`src/rtl/sdram_cmd_regbank.sv`:
```
// sdram_cmd_regbank
//
// Multi-channel SDRAM command register bank. Host writes, qualified by the
// active-low chip select, go into one pending slot per channel. A round-robin
// arbiter hands the pending slots one at a time to the SDRAM engine over a
// valid/ready/done handshake. FIFO-clear requests are stretched into pulses
// CLR_LEN cycles long.
//
// Optional feature macro: SDRAM_CMD_RANGE_CHECK_EN
//   defined   -> commands with addr_end < addr_begin are rejected (host_err)
//   undefined -> no address compare is built; any begin/end pair is accepted
//
// Ports:
//   clk, reset_n          clock (rising edge) and async active-low reset
//   cs                    active-low chip select for all host inputs
//   ch_sel                target channel of a host write
//   wr_sdram, rd_sdram    write / read command request
//   addr_begin, addr_end  inclusive address range of the command
//   pre_fifoclr,
//   post_fifoclr          FIFO-clear requests
//   host_ack, host_err    one-cycle accept / reject pulses
//   slot_pending          per-channel pending flags
//   busy                  arbiter FSM is not idle
//   cmd_valid, cmd_ready,
//   cmd_done              command handshake to the SDRAM engine
//   cmd_ch, cmd_wr,
//   cmd_begin, cmd_end    fields of the offered command
//   pre_fifoclr_out,
//   post_fifoclr_out      stretched FIFO-clear pulses
module sdram_cmd_regbank #(
   parameter int NCH = 4,
   parameter int ADDR_W = 16,
   parameter int CLR_LEN = 4,
   localparam int CH_W = ($clog2(NCH) < 1) ? 1 : $clog2(NCH)
) (
   input  logic              clk,
   input  logic              reset_n,
   input  logic              cs,
   input  logic [CH_W-1:0]   ch_sel,
   input  logic              wr_sdram,
   input  logic              rd_sdram,
   input  logic [ADDR_W-1:0] addr_begin,
   input  logic [ADDR_W-1:0] addr_end,
   input  logic              pre_fifoclr,
   input  logic              post_fifoclr,
   output logic              host_ack,
   output logic              host_err,
   output logic [NCH-1:0]    slot_pending,
   output logic              busy,
   output logic              cmd_valid,
   input  logic              cmd_ready,
   input  logic              cmd_done,
   output logic [CH_W-1:0]   cmd_ch,
   output logic              cmd_wr,
   output logic [ADDR_W-1:0] cmd_begin,
   output logic [ADDR_W-1:0] cmd_end,
   output logic              pre_fifoclr_out,
   output logic              post_fifoclr_out
);

   localparam int CNT_W = $clog2(CLR_LEN + 1);
   localparam logic [CH_W:0] NCH_V = (CH_W + 1)'(NCH);
   localparam logic [CNT_W-1:0] CLR_V = CNT_W'(CLR_LEN);

   typedef enum logic [1:0] {IDLE, ISSUE, WAIT_DONE} state_t;

   state_t state, next_state;

   logic              slot_wr    [NCH];
   logic [ADDR_W-1:0] slot_begin [NCH];
   logic [ADDR_W-1:0] slot_end   [NCH];

   logic [CH_W-1:0]  ptr;
   logic [CNT_W-1:0] pre_cnt, post_cnt;

   logic            host_req, ch_bad, occupied, range_bad, reject, accept;
   logic            found, handshake;
   logic [CH_W-1:0] pick;
   logic [CH_W:0]   cand_sum, ptr_inc;

`ifdef SDRAM_CMD_RANGE_CHECK_EN
   assign range_bad = (addr_end < addr_begin);
`else
   assign range_bad = 1'b0;
`endif

   // Host command qualification. The registered pending flag is used, so a
   // slot that is being granted this very cycle still rejects a new write.
   always_comb begin
      host_req = ~cs & (wr_sdram | rd_sdram);
      ch_bad   = ({1'b0, ch_sel} >= NCH_V);
      occupied = ch_bad ? 1'b0 : slot_pending[ch_sel];
      reject   = host_req & ((wr_sdram & rd_sdram) | ch_bad | occupied | range_bad);
      accept   = host_req & ~reject;
   end

   // Round-robin search: first pending channel at or above the pointer,
   // wrapping from NCH-1 back to 0.
   always_comb begin
      found    = 1'b0;
      pick     = '0;
      cand_sum = '0;
      for (int i = 0; i < NCH; i++) begin
         cand_sum = {1'b0, ptr} + (CH_W + 1)'(i);
         if (cand_sum >= NCH_V) cand_sum = cand_sum - NCH_V;
         if (!found && slot_pending[cand_sum[CH_W-1:0]]) begin
            found = 1'b1;
            pick  = cand_sum[CH_W-1:0];
         end
      end
   end

   // Arbiter FSM next-state logic; only one command may be outstanding.
   always_comb begin
      next_state = state;
      case (state)
         IDLE:      if (found)     next_state = ISSUE;
         ISSUE:     if (cmd_ready) next_state = WAIT_DONE;
         WAIT_DONE: if (cmd_done)  next_state = IDLE;
         default:                  next_state = IDLE;
      endcase
   end

   assign handshake = (state == ISSUE) & cmd_ready;
   assign cmd_valid = (state == ISSUE);
   assign busy      = (state != IDLE);
   assign ptr_inc   = {1'b0, cmd_ch} + (CH_W + 1)'(1);

   // FSM state, round-robin pointer and the registered command fields.
   always_ff @(posedge clk or negedge reset_n) begin
      if (!reset_n) begin
         state     <= IDLE;
         ptr       <= '0;
         cmd_ch    <= '0;
         cmd_wr    <= 1'b0;
         cmd_begin <= '0;
         cmd_end   <= '0;
      end else begin
         state <= next_state;
         if (state == IDLE && found) begin
            cmd_ch    <= pick;
            cmd_wr    <= slot_wr[pick];
            cmd_begin <= slot_begin[pick];
            cmd_end   <= slot_end[pick];
         end
         if (handshake)
            ptr <= (ptr_inc == NCH_V) ? '0 : ptr_inc[CH_W-1:0];
      end
   end

   // Slot storage and host response pulses. A grant and an accept can never
   // target the same channel: accept needs the slot empty, grant needs it full.
   always_ff @(posedge clk or negedge reset_n) begin
      if (!reset_n) begin
         host_ack     <= 1'b0;
         host_err     <= 1'b0;
         slot_pending <= '0;
         for (int i = 0; i < NCH; i++) begin
            slot_wr[i]    <= 1'b0;
            slot_begin[i] <= '0;
            slot_end[i]   <= '0;
         end
      end else begin
         host_ack <= accept;
         host_err <= reject;
         if (handshake) slot_pending[cmd_ch] <= 1'b0;
         if (accept) begin
            slot_pending[ch_sel] <= 1'b1;
            slot_wr[ch_sel]      <= wr_sdram;
            slot_begin[ch_sel]   <= addr_begin;
            slot_end[ch_sel]     <= addr_end;
         end
      end
   end

   // FIFO-clear stretchers; a new request reloads the counter (retrigger).
   always_ff @(posedge clk or negedge reset_n) begin
      if (!reset_n) begin
         pre_cnt  <= '0;
         post_cnt <= '0;
      end else begin
         if (!cs && pre_fifoclr)  pre_cnt <= CLR_V;
         else if (pre_cnt != '0)  pre_cnt <= pre_cnt - 1'b1;
         if (!cs && post_fifoclr) post_cnt <= CLR_V;
         else if (post_cnt != '0) post_cnt <= post_cnt - 1'b1;
      end
   end

   assign pre_fifoclr_out  = (pre_cnt != '0);
   assign post_fifoclr_out = (post_cnt != '0);

endmodule

```
`config.mk`:
```
export PLATFORM = sky130hd
export DESIGN_NAME = sdram_cmd_regbank
export DESIGN_NICKNAME = d
export VERILOG_FILES = /design/src/rtl/sdram_cmd_regbank.sv
export SDC_FILE = /design/constraint.sdc
export NUM_CORES = 1
export LEC_CHECK = 0
export CORE_MARGIN = 3
export CORE_UTILIZATION = 32
export DETAILED_ROUTE_END_ITERATION = 6
export PLACE_DENSITY = 0.48
export SYNTH_ARGS = -nofsm -noshare
export SYNTH_HDL_FRONTEND = slang
export SYNTH_SLANG_ARGS = --single-unit
```
`constraint.sdc`:
```
create_clock -name clk -period 5.4 [get_ports clk]
set_input_delay 0.54 -clock clk [delete_from_list [all_inputs] [get_ports clk]]
set_output_delay 0.54 -clock clk [all_outputs]
set_load 0.005 [all_outputs]
```
# Word level (Yosys, flattened, before mapping)
# Index checks and enable logic that the tools add are counted.
classes:
  add_sub_neg: 10
  n_mul: 0
  div_mod_pow: 0
  n_lt_le_gt_ge: 15
  eq_ne: 6
  n_shift: 0
  mux: 53
  n_bitwise: 14
  n_reduce_logical: 20
ops:
  columns: ["op", "count"]
  rows:
  - ["$bwmux W64", 2]
  - ["$mux W16", 5]
  - ["$bmux W16 S2", 2]
  - ["$demux W16 S2", 1]
  - ["$mux W2", 12]
  - ["$lt A2 B3 Y1 const B", 6]
  - ["$ge A3 B3 Y1 const B", 5]
  - ["$mux W1", 14]
  - ["$bmux W1 S2", 6]
  - ["$mux W3", 4]
  - ["$logic_and A1 B1 Y1", 9]
  - ["$mux W4", 2]
  - ["$sub A2 B1 Y2 const B", 4]
  - ["$add A2 B1 Y3 const B", 2]
  - ["$add A2 B2 Y3 const B", 2]
  - ["$demux W1 S2", 3]
  - ["$not A2 Y3", 2]
  - ["$pmux W2 S3", 1]
  - ["$reduce_bool A2 Y1", 3]
  - ["$reduce_bool A3 Y1", 2]
  - ["$sub A3 B1 Y3 const B", 2]
  - ["$and A1 B1 Y1", 5]
  - ["$and A4 B4 Y4", 1]
  - ["$bwmux W4", 1]
  - ["other kinds (15)", 22]
word_totals:
  register_bits: 183
  latch_bits: 0
  ramBits: 0
  rom_bits: 0
  in_bits: 43
  wordCells: 141
  mem_count: 0

# Logic depth before layout (Yosys ltp)
# Gate-level depths: netlist of the first run.
logic_depth:
  depth_word: 18
  ltp_mapped: 7

# Worst setup path after synthesis of the first run
# Ideal clock, no wire load.
synth_timing:
  kind: "input-to-reg"
  start: "in ch_sel[1]"
  end: "reg slot_begin[48] in the netlist's numbering"
  setup_time_ns: 0.125
  arrival_time_ns: 1.916
  required_time_ns: 5.275
  slack_ns: 3.359
  cell_stages: 6
  path_cell_list: "buf_4 -> mux2i_1 -> o21ai_2 -> nor4_4 -> buf_2 -> mux2_2"
synth_between:
  elab_chain_len: 6
  elab_cells_between_ends: 13
synth_lines:
  columns: ["item", "line_no", "rtl"]
  rows:
  - ["start, declared", "39", "input logic [CH_W-1:0] ch_sel,"]
  - ["$not A2 Y3 (not written as such) / $bmux W1 S2 (equally long branches)", "170, 92", null]
  - ["$ge A3 B3 Y1 (not written as such) (tied with other cells)", "170", "slot_begin[ch_sel] <= addr_begin;"]
  - ["$logic_and A1 B1 Y1 (not written as such) / $or A1 B1 Y1 (equally long branches)", "170, 93", null]
  - ["$mux W16 (not written as such) / $and A1 B1 Y1 (equally long branches)", "170, 93", null]
  - ["$demux W16 S2 / $not A1 Y1 (equally long branches)", "170, 94", null]
  - ["$bwmux W64 / $and A1 B1 Y1 (equally long branches)", "170, 94", null]
  - ["end signal, assigned by index", "170", null]
  - ["end, declared", "70", "logic [ADDR_W-1:0] slot_begin [NCH];"]
# Parallel ways exist; a longest one is shown, timed or not. The select of a mux whose other input is x is not followed.
# A chain may end at the register's enable or synchronous reset.

# Worst setup path in the final report of the first run
layout_timing:
  start: "reg slot_pending[3]"
  end: "reg cmd_begin[8]"
layout_between:
  elab_chain_len: 16
  elab_cells_between_ends: 27
layout_lines:
  columns: ["item", "line_no", "rtl"]
  rows:
  - ["start, declared", "48", "output logic [NCH-1:0] slot_pending,"]
  - ["start signal, assigned", "157", "slot_pending <= '0;"]
  - ["start signal, assigned by index", "166", "if (handshake) slot_pending[cmd_ch] <= 1'b0;"]
  - ["start signal, assigned by index", "168", "slot_pending[ch_sel] <= 1'b1;"]
  - ["$bmux W1 S2", "106", "if (!found && slot_pending[cand_sum[CH_W-1:0]]) begin"]
  - ["$mux W1 (not written as such)", "106", null]
  - ["$mux W1", "106", null]
  - ["$logic_not A1 Y1", "106", null]
  - ["$logic_and A1 B1 Y1", "106", null]
  - ["$mux W1", "106", null]
  - ["$logic_not A1 Y1", "106", null]
  - ["$logic_and A1 B1 Y1", "106", null]
  - ["$mux W1", "106", null]
  - ["$logic_not A1 Y1", "106", null]
  - ["$logic_and A1 B1 Y1", "106", null]
  - ["$mux W2", "106", null]
  - ["$not A2 Y3 (not written as such)", "143", "cmd_begin <= slot_begin[pick];"]
  - ["$bmux W16 S2", "143", null]
  - ["$mux W16 (not written as such) (2 in a row)", "143", null]
  - ["end signal, assigned", "143", null]
  - ["end, declared", "55", "output logic [ADDR_W-1:0] cmd_begin,"]
# Parallel ways exist; a longest one is shown, timed or not. The select of a mux whose other input is x is not followed.

==> flow_summary.ini, run 1 <==
[outcome]
status = completed

[detailed_routing]
drt_pre_antenna_iters = 4
vias_per_cell = 4.91
final_antenna_net_count = 0
wirelength_um = 19100
first_iter_violations = 231
route.detailed.drc = 0
routed-via-count = 4887
wl_per_cell_um = 19.2

[power_and_ir_drop]
p_leak_nw = 4.37
irDropWorstVdd_uv = 328
p_clk_share_pct = 19.4
seqPwrFrac_pct = 38.8
combPwrFrac_pct = 41.8
swShare_pct = 35.2
p_int_mw = 3.95
power_density_nw_per_um2 = 615
power.switching_mw = 2.14

[layout]
fillCellCount = 2282
final_cells = 995
nets = 712
num_antenna_cells = 0
final_area_um2 = 9910
areaGrowthSynthToFinish_pct = 21.2
postLayoutCoreUtil_pct = 40.0
mostFrequentLayoutCells = dfrtp_1 (183), mux2_2 (123), clkdlybuf4s50_1 (86)
final_layout_size_suffix_gt1_share_pct = 30.4
final_common_cell = dfrtp_1

[clocking]
cts_sinks = 183
cts.htree.levels = 4
cts_tree = built
clock-root-buffer = clkbuf_16
cts_resized = 0
cts_post_setup_buffers_inserted = 0
clk_latency_ps = 430
clkTransAtPathRegs_ps = 70
cts_hold_buf = 0
cts.path.max_buffers = 2
cts_buffers = 17

[floorplanning]
fp.dieArea_um2 = 27500
initial_core_util_pct = 33.0
die_y_um = 166
rows = 57
die_x_um = 166
core_um2 = 24700
io_pins = 88

[synth]
synth_async_sr_flop_share_pct = 100
postSynthCellCount = 576
ys_seq_area_share_pct = 56.0
synth_edf_count = 0
syn_avg_cell_area_um2 = 14.2
synth_cell_type_count = 41
netlist_area_um2 = 8180
synth_ff_type = dfrtp_1
yosys_register_bits = 183
ys_warn_count = 0
syn_nets = 628

[placement]
placed_cells = 965
dp_hpwl_um = 11800
port_buffers = 87
routabilityCongestion = 0.753
placed_area_um2 = 9350

[setup_path]
cp_num_buf_inv = 1
cp_cell_sequence = or4_1 -> nand2_2 -> or3_2 -> buf_4 -> a2bb2oi_1 -> o21ai_0
cp_top_family = simple AND/OR/NAND/NOR gates
crit_required_ps = 5690
crit_path_max_fanout = 36
start_kind = flip-flop
arrival_ps = 3750
max_stage_delay_ps = 840
crit_slowest_cell = or3_2
crit_type = flip-flop to flip-flop
endpoint_kind = flip-flop

[sta]
holdWs_ps = 165
setup-tns-final_ps = 0
setup_viol = 0
maxSlewHeadroom_pct = 24.9
hold_viol = 0
finClkSkew_ps = 12.3
timing.fmax_mhz = 289
min_period_ps = 3460
slew_viol_final = 0
tightest_slew_ps = 1130
fin_crit_sh_pct = 64.1
rsz0062_at_grt = false

[global_routing]
grt_pass1_wl_um = 30500
antenna_found_initial = 0
grt-ovfl-total = 0
grt_use_total_pct = 14.1
grt_pass1_vias = 5311
grt_max_degree = 89

[worst_hold_path]
hp-class = input pin to async pin

[flow_run]
cap_violations = 0
cell type report:
| type | instances | area [µm²] | area share (%) |
|---|---|---|---|
| Sequential cell | 183 | 4580 | 46.2 |
| Tap cell | 324 | 405 | 4.09 |
| Clock buffer | 19 | 453 | 4.57 |
| Inverter | 12 | 45.0 | 0.455 |
| Timing Repair Buffer | 96 | 955 | 9.64 |
| Clock inverter | 11 | 104 | 1.05 |
| Multi-Input combinational cell | 350 | 3370 | 34.0 |
worst paths after layout:
kind                       cells after the start      endpoint            start  slack, ps
setup / recovery                               6  cmd_begin[8]  slot_pending[3]       1940
hold / removal                                 1  slot_end[36]          reset_n        160
setup reg to reg                               6  cmd_begin[8]  slot_pending[3]       1940
hold reg to reg                                1   slot_end[9]      slot_end[9]        490
max in group asynchronous                      2  slot_end[25]          reset_n       4090
min in group clk                               1   slot_end[9]      slot_end[9]        490
routing by layer:
metal	routed length, µm	vias up	global-route usage [%]
met4	291	0	4.38
met2	9100	89	22.9
li1	-	2240	-
met5	0	-	0
met1	9150	2541	19.3
met3	536	17	2.52
state kept, by name, summed over array words and instances (netlist names):
register	flops
slot_begin	64
slot_end	64
cmd_begin	16
cmd_end	16
slot_pending	4
slot_wr	4
post_cnt	3
pre_cnt	3
cmd_ch	2
ptr	2
state	2
cmd_wr	1
host_ack	1
host_err	1
power by group through the flow:
stage / clock (mW) / sequential, mW / combinational, mW
after floorplan: 0 / 2.28 / 1.84
after global placement: 0 / 2.36 / 2.53
after detailed placement: 0 / 2.39 / 2.59
after CTS: 1.22 / 2.37 / 2.61
after global routing: 1.27 / 2.44 / 2.79
final: 1.18 / 2.36 / 2.55
through the flow:
step | setup slack, ps | total power, mW
2_1_floorplan | 3360 | 4.12
3_3_place_gp | 1910 | 4.89
3_5_place_dp | 1860 | 4.98
4_1_cts | 1860 | 6.19
5_1_grt | 1700 | 6.50
6_report | 1940 | 6.09
cells by family (layout without fill, tap and decap cells):
| group | Yosys count | count (layout) | share of synthesized area, % |
|---|---|---|---|
| multiplexers | 201 | 201 | 26.6 |
| flip-flops | 183 | 183 | 56.0 |
| AO/OA/AOI/OAI | 54 | 54 | 7.62 |
| buffers and inverters | 43 | 138 | 3.08 |
| XOR/XNOR | 2 | 2 | 0.214 |
| AND/OR/NAND/NOR | 84 | 84 | 5.06 |
| adder cells (fa/ha/maj) | 9 | 9 | 1.38 |
synth_stat cells, types with 3 or more instances:
cell / instances / share of area (%)
buf_2: 12 / 0.73
a211oi_1: 3 / 0.28
ha_1: 9 / 1.4
mux2_2: 123 / 17
o221ai_2: 30 / 5.5
buf_6: 4 / 0.55
clkbuf_1: 3 / 0.14
nor2b_1: 4 / 0.31
o31ai_1: 4 / 0.37
o221ai_1: 3 / 0.32
o21ai_0: 3 / 0.18
nor2_1: 12 / 0.55
mux2i_1: 68 / 8.3
buf_4: 10 / 0.92
nand2b_1: 4 / 0.31
a21oi_1: 4 / 0.24
mux2_1: 10 / 1.4
nand2_1: 51 / 2.3
dfrtp_1: 183 / 56
inv_1: 11 / 0.50
Power figures use the tool's default switching activity.
==> run 2: changes to the inputs <==
clock period = 3.48 ns   (was 5.4 ns; I/O delays follow)
==> flow_summary.ini, run 2 (synthesis results as in run 1) <==
[outcome]
status = finished, violations left
violations = negative hold slack

[detailed_routing]
routed-via-count = 4988
first_iter_violations = 232
final_antenna_net_count = 0
vias_per_cell = 4.98
route.detailed.drc = 0
drt_pre_antenna_iters = 4
wirelength_um = 19200
wl_per_cell_um = 19.2

[layout]
areaGrowthSynthToFinish_pct = 22.4
largestRegisters = slot_begin: 64 flops, slot_end: 64 flops
mostFrequentLayoutCells = dfrtp_1 (183), mux2_2 (123), clkdlybuf4s50_1 (86)
final_layout_size_suffix_gt1_share_pct = 31.0
fillCellCount = 2302
final_area_um2 = 10000
nets = 717
final_cells = 1002
ff_latch_area_um2 = 4580
num_antenna_cells = 0
final_common_cell = dfrtp_1
multi_input_area_um2 = 3370

[sta]
rsz0062_at_grt = false
timing.fmax_mhz = 379
setup-tns-final_ps = 0
worst_slack_ps = 839
tightest_slew_ps = 1020
maxSlewHeadroom_pct = 32.2
finClkSkew_ps = 9.32
slew_viol_final = 0
setup_viol = 0
hold_viol = 12
fin_crit_sh_pct = 75.9
min_period_ps = 2640
holdWs_ps = -42.5

[floorplanning]
fp.dieArea_um2 = 27500
core_um2 = 24700
initial_core_util_pct = 33.0
rows = 57
io_pins = 88
die_x_um = 166
die_y_um = 166

[power_and_ir_drop]
irDropWorstVdd_uv = 609
total_power_mw = 9.67
power_density_nw_per_um2 = 966
p_leak_nw = 4.43

[clocking]
cts.path.max_buffers = 2
cts_resized = 0
cts.htree.levels = 4
clk_latency_ps = 430
cts_tree = built
cts_buffers = 17
cts_hold_buf = 0
clock-root-buffer = clkbuf_16
cts_post_setup_buffers_inserted = 0
cts_sinks = 183
clkTransAtPathRegs_ps = 70

[global_routing]
grt_use_total_pct = 14.5
grt_pass1_wl_um = 31300
grt_pass1_vias = 5476
antenna_found_initial = 1
grt_max_degree = 88
grt-ovfl-total = 0

[setup_path]
endpoint_kind = flip-flop
rr_startpoint = slot_pending[0]
worstSetupEndpoint = cmd_begin[1]
crit_type = flip-flop to flip-flop
arrival_ps = 2990
crit_path_max_fanout = 26
start_kind = flip-flop
crit_required_ps = 3830
rr_endpoint = cmd_begin[1]
r2r_cells = 5
startpoint = slot_pending[0]
rrSetupSlack_ps = 840

[placement]
routabilityCongestion = 0.718
port_buffers = 87
placed_area_um2 = 9400
placed_cells = 970
dp_hpwl_um = 12000
place_ws_ps = 390

[flow_run]
cap_violations = 0

[worst_hold_path]
hp-class = input pin to async pin
run 2: how the worst min path moves through the flow:
stage	depth (start not counted)	from	to	slack, ps
final	1	reset_n	slot_end[37]	-40
after CTS	1	reset_n	slot_end[43]	10
after global routing	1	reset_n	slot_end[37]	40
after global placement	1	pre_cnt[2]	pre_cnt[2]	460
after floorplan	0	reset_n	cmd_begin[0]	50
after detailed placement	1	post_cnt[2]	post_cnt[2]	470
run 2: area by class of cell:
class | count | share of cell area (%)
tap | 324 | 4.05
inverter | 12 | 0.450
clock inverter | 13 | 1.65
sequential | 183 | 45.8
multi-input combinational | 350 | 33.6
clock buffer | 19 | 4.43
timing repair buffer | 101 | 10.0
run 2: stage by stage:
step	utilization [%]	hold WS (ps)
6_report	40.4	-42.5
5_1_grt	40.4	40.0
4_1_cts	40.4	11.7
3_5_place_dp	38.0	467
3_3_place_gp	38.0	459
2_1_floorplan	-	52.4
run 2: routing by layer:
| layer | wire (µm) | vias to the layer above | GRT usage (%) | part of all wire (%) |
|---|---|---|---|---|
| met4 | 256 | 2 | 4.59 | 1.3 |
| met2 | 9350 | 77 | 24.2 | 49 |
| li1 | - | 2265 | - | - |
| met1 | 9040 | 2625 | 18.8 | 47 |
| met3 | 565 | 19 | 3.14 | 2.9 |
| met5 | 13 | - | 0 | 0.068 |
run 2: where the power goes:
| group | switching [mW] | leakage [nW] | internal, mW |
|---|---|---|---|
| sequential | 0.577 | 2.22 | 3.09 |
| combinational | 1.96 | 1.91 | 2.03 |
| clock | 0.853 | 0.299 | 1.16 |
run 2: worst max-delay path: stages (launching register included):
cell      delay (ps)
dfrtp_1          500
and2_1           230
o311a_1          350
or3_2            920
buf_4            360
o221ai_2         200
==> run 3: changes to the inputs <==
clock period = 2.54 ns   (was 3.48 ns; I/O delays follow)
==> flow_summary.ini, run 3 (synthesis results as in run 1) <==
[floorplanning]
die_y_um = 166
core_um2 = 24700
io_pins = 88
rows = 57
die_x_um = 166
fp.dieArea_um2 = 27500
initial_core_util_pct = 33.0

[sta]
setup_viol = 0
finClkSkew_ps = 7.10
rsz0062_at_grt = false
maxSlewHeadroom_pct = 55.5
min_period_ps = 2120
slew_viol_final = 0
fin_crit_sh_pct = 83.6
setup-tns-final_ps = 0
hold_viol = 0
tightest_slew_ps = 668
timing.fmax_mhz = 471

[clocking]
cts_sinks = 183
cts_resized = 0
cts.htree.levels = 4
clock-root-buffer = clkbuf_16
cts_buffers = 17
cts_post_setup_buffers_inserted = 0
clkTransAtPathRegs_ps = 70
cts_hold_buf = 1
cts.path.max_buffers = 2
clk_latency_ps = 420
cts_tree = built

[detailed_routing]
first_iter_violations = 249
drt_pre_antenna_iters = 4
final_antenna_net_count = 0
routed-via-count = 4989
wirelength_um = 18900
route.detailed.drc = 0
vias_per_cell = 4.94
wl_per_cell_um = 18.8

[global_routing]
antenna_found_initial = 0
grt_use_total_pct = 14.0
grt_pass1_wl_um = 30600
grt-ovfl-total = 0
grt_pass1_vias = 5494
grt_max_degree = 77

[layout]
mostFrequentLayoutCells = dfrtp_1 (183), mux2_2 (123), clkdlybuf4s50_1 (86)
final_area_um2 = 10100
num_antenna_cells = 0
final_layout_size_suffix_gt1_share_pct = 31.5
areaGrowthSynthToFinish_pct = 23.8
fillCellCount = 2278
final_common_cell = dfrtp_1
largestRegisters = slot_begin: 64 flops, slot_end: 64 flops
nets = 725

[setup_path]
crit_type = flip-flop to flip-flop
arrival_ps = 2470
crit_path_max_fanout = 20
start_kind = flip-flop
endpoint_kind = flip-flop
crit_required_ps = 2880

[placement]
port_buffers = 87
routabilityCongestion = 0.773
placed_area_um2 = 9530
dp_hpwl_um = 12200

[flow_run]
cap_violations = 0

[outcome]
status = completed

[power_and_ir_drop]
p_leak_nw = 4.48
irDropWorstVdd_uv = 474
power_density_nw_per_um2 = 1310

[worst_hold_path]
hp-class = input pin to async pin
==> run 3: report_power, final <==
part / switching (mW) / internal [mW] / leakage (nW) / total, mW
clock: 1.13 / 1.51 / 0.284 / 2.63
sequential: 0.754 / 4.24 / 2.22 / 4.99
combinational: 2.72 / 2.94 / 1.97 / 5.66
==> run 3: path summary, 6_finish.rpt <==
kind | from | end | slack (ps) | cells after the start
setup / recovery | slot_pending[0] | cmd_begin[8] | 420 | 6
hold / removal | reset_n | slot_end[17] | 420 | 2
setup reg to reg | slot_pending[0] | cmd_begin[8] | 420 | 6
hold reg to reg | pre_cnt[2] | pre_cnt[2] | 490 | 1
max in group asynchronous | reset_n | slot_begin[45] | 1360 | 3
min in group clk | pre_cnt[2] | pre_cnt[2] | 490 | 1
==> run 3: layout make-up <==
class	count	area [µm²]	share of cell area, %
tap	324	405	4.01
sequential	183	4580	45.3
inverter	12	45.0	0.445
clock buffer	21	460	4.55
multi-input combinational	350	3370	33.3
clock inverter	11	121	1.20
timing repair buffer	109	1140	11.3
==> run 3: worst max-delay path, cell delays in order, from the launching register on <==
cell and delay, ps:
dfrtp_1 470, and2_1 210, o311a_1 340, or3_2 470, buf_4 270, a2bb2oi_1 170
o21ai_0 90
==> run 3: metal layers <==
layer  up-vias  part of all wire [%]  track usage, %
met5         -                     0               0
met2        84                    49            23.2
met4         0                   1.2            3.47
met1      2610                    47            18.5
met3        16                   3.4            3.24
li1       2279                     -               -
==> run 3: through the flow <==
step	util [%]	setup slack, ps	hold slack [ps]	power [mW]	cells
2_1_floorplan	-	737	-41.6	8.76	576
3_3_place_gp	38.5	288	342	10.6	977
3_5_place_dp	38.5	239	348	10.8	977
4_1_cts	40.9	414	457	13.5	1010
5_1_grt	40.9	324	476	14.2	1010
6_report	40.9	418	423	13.3	1010
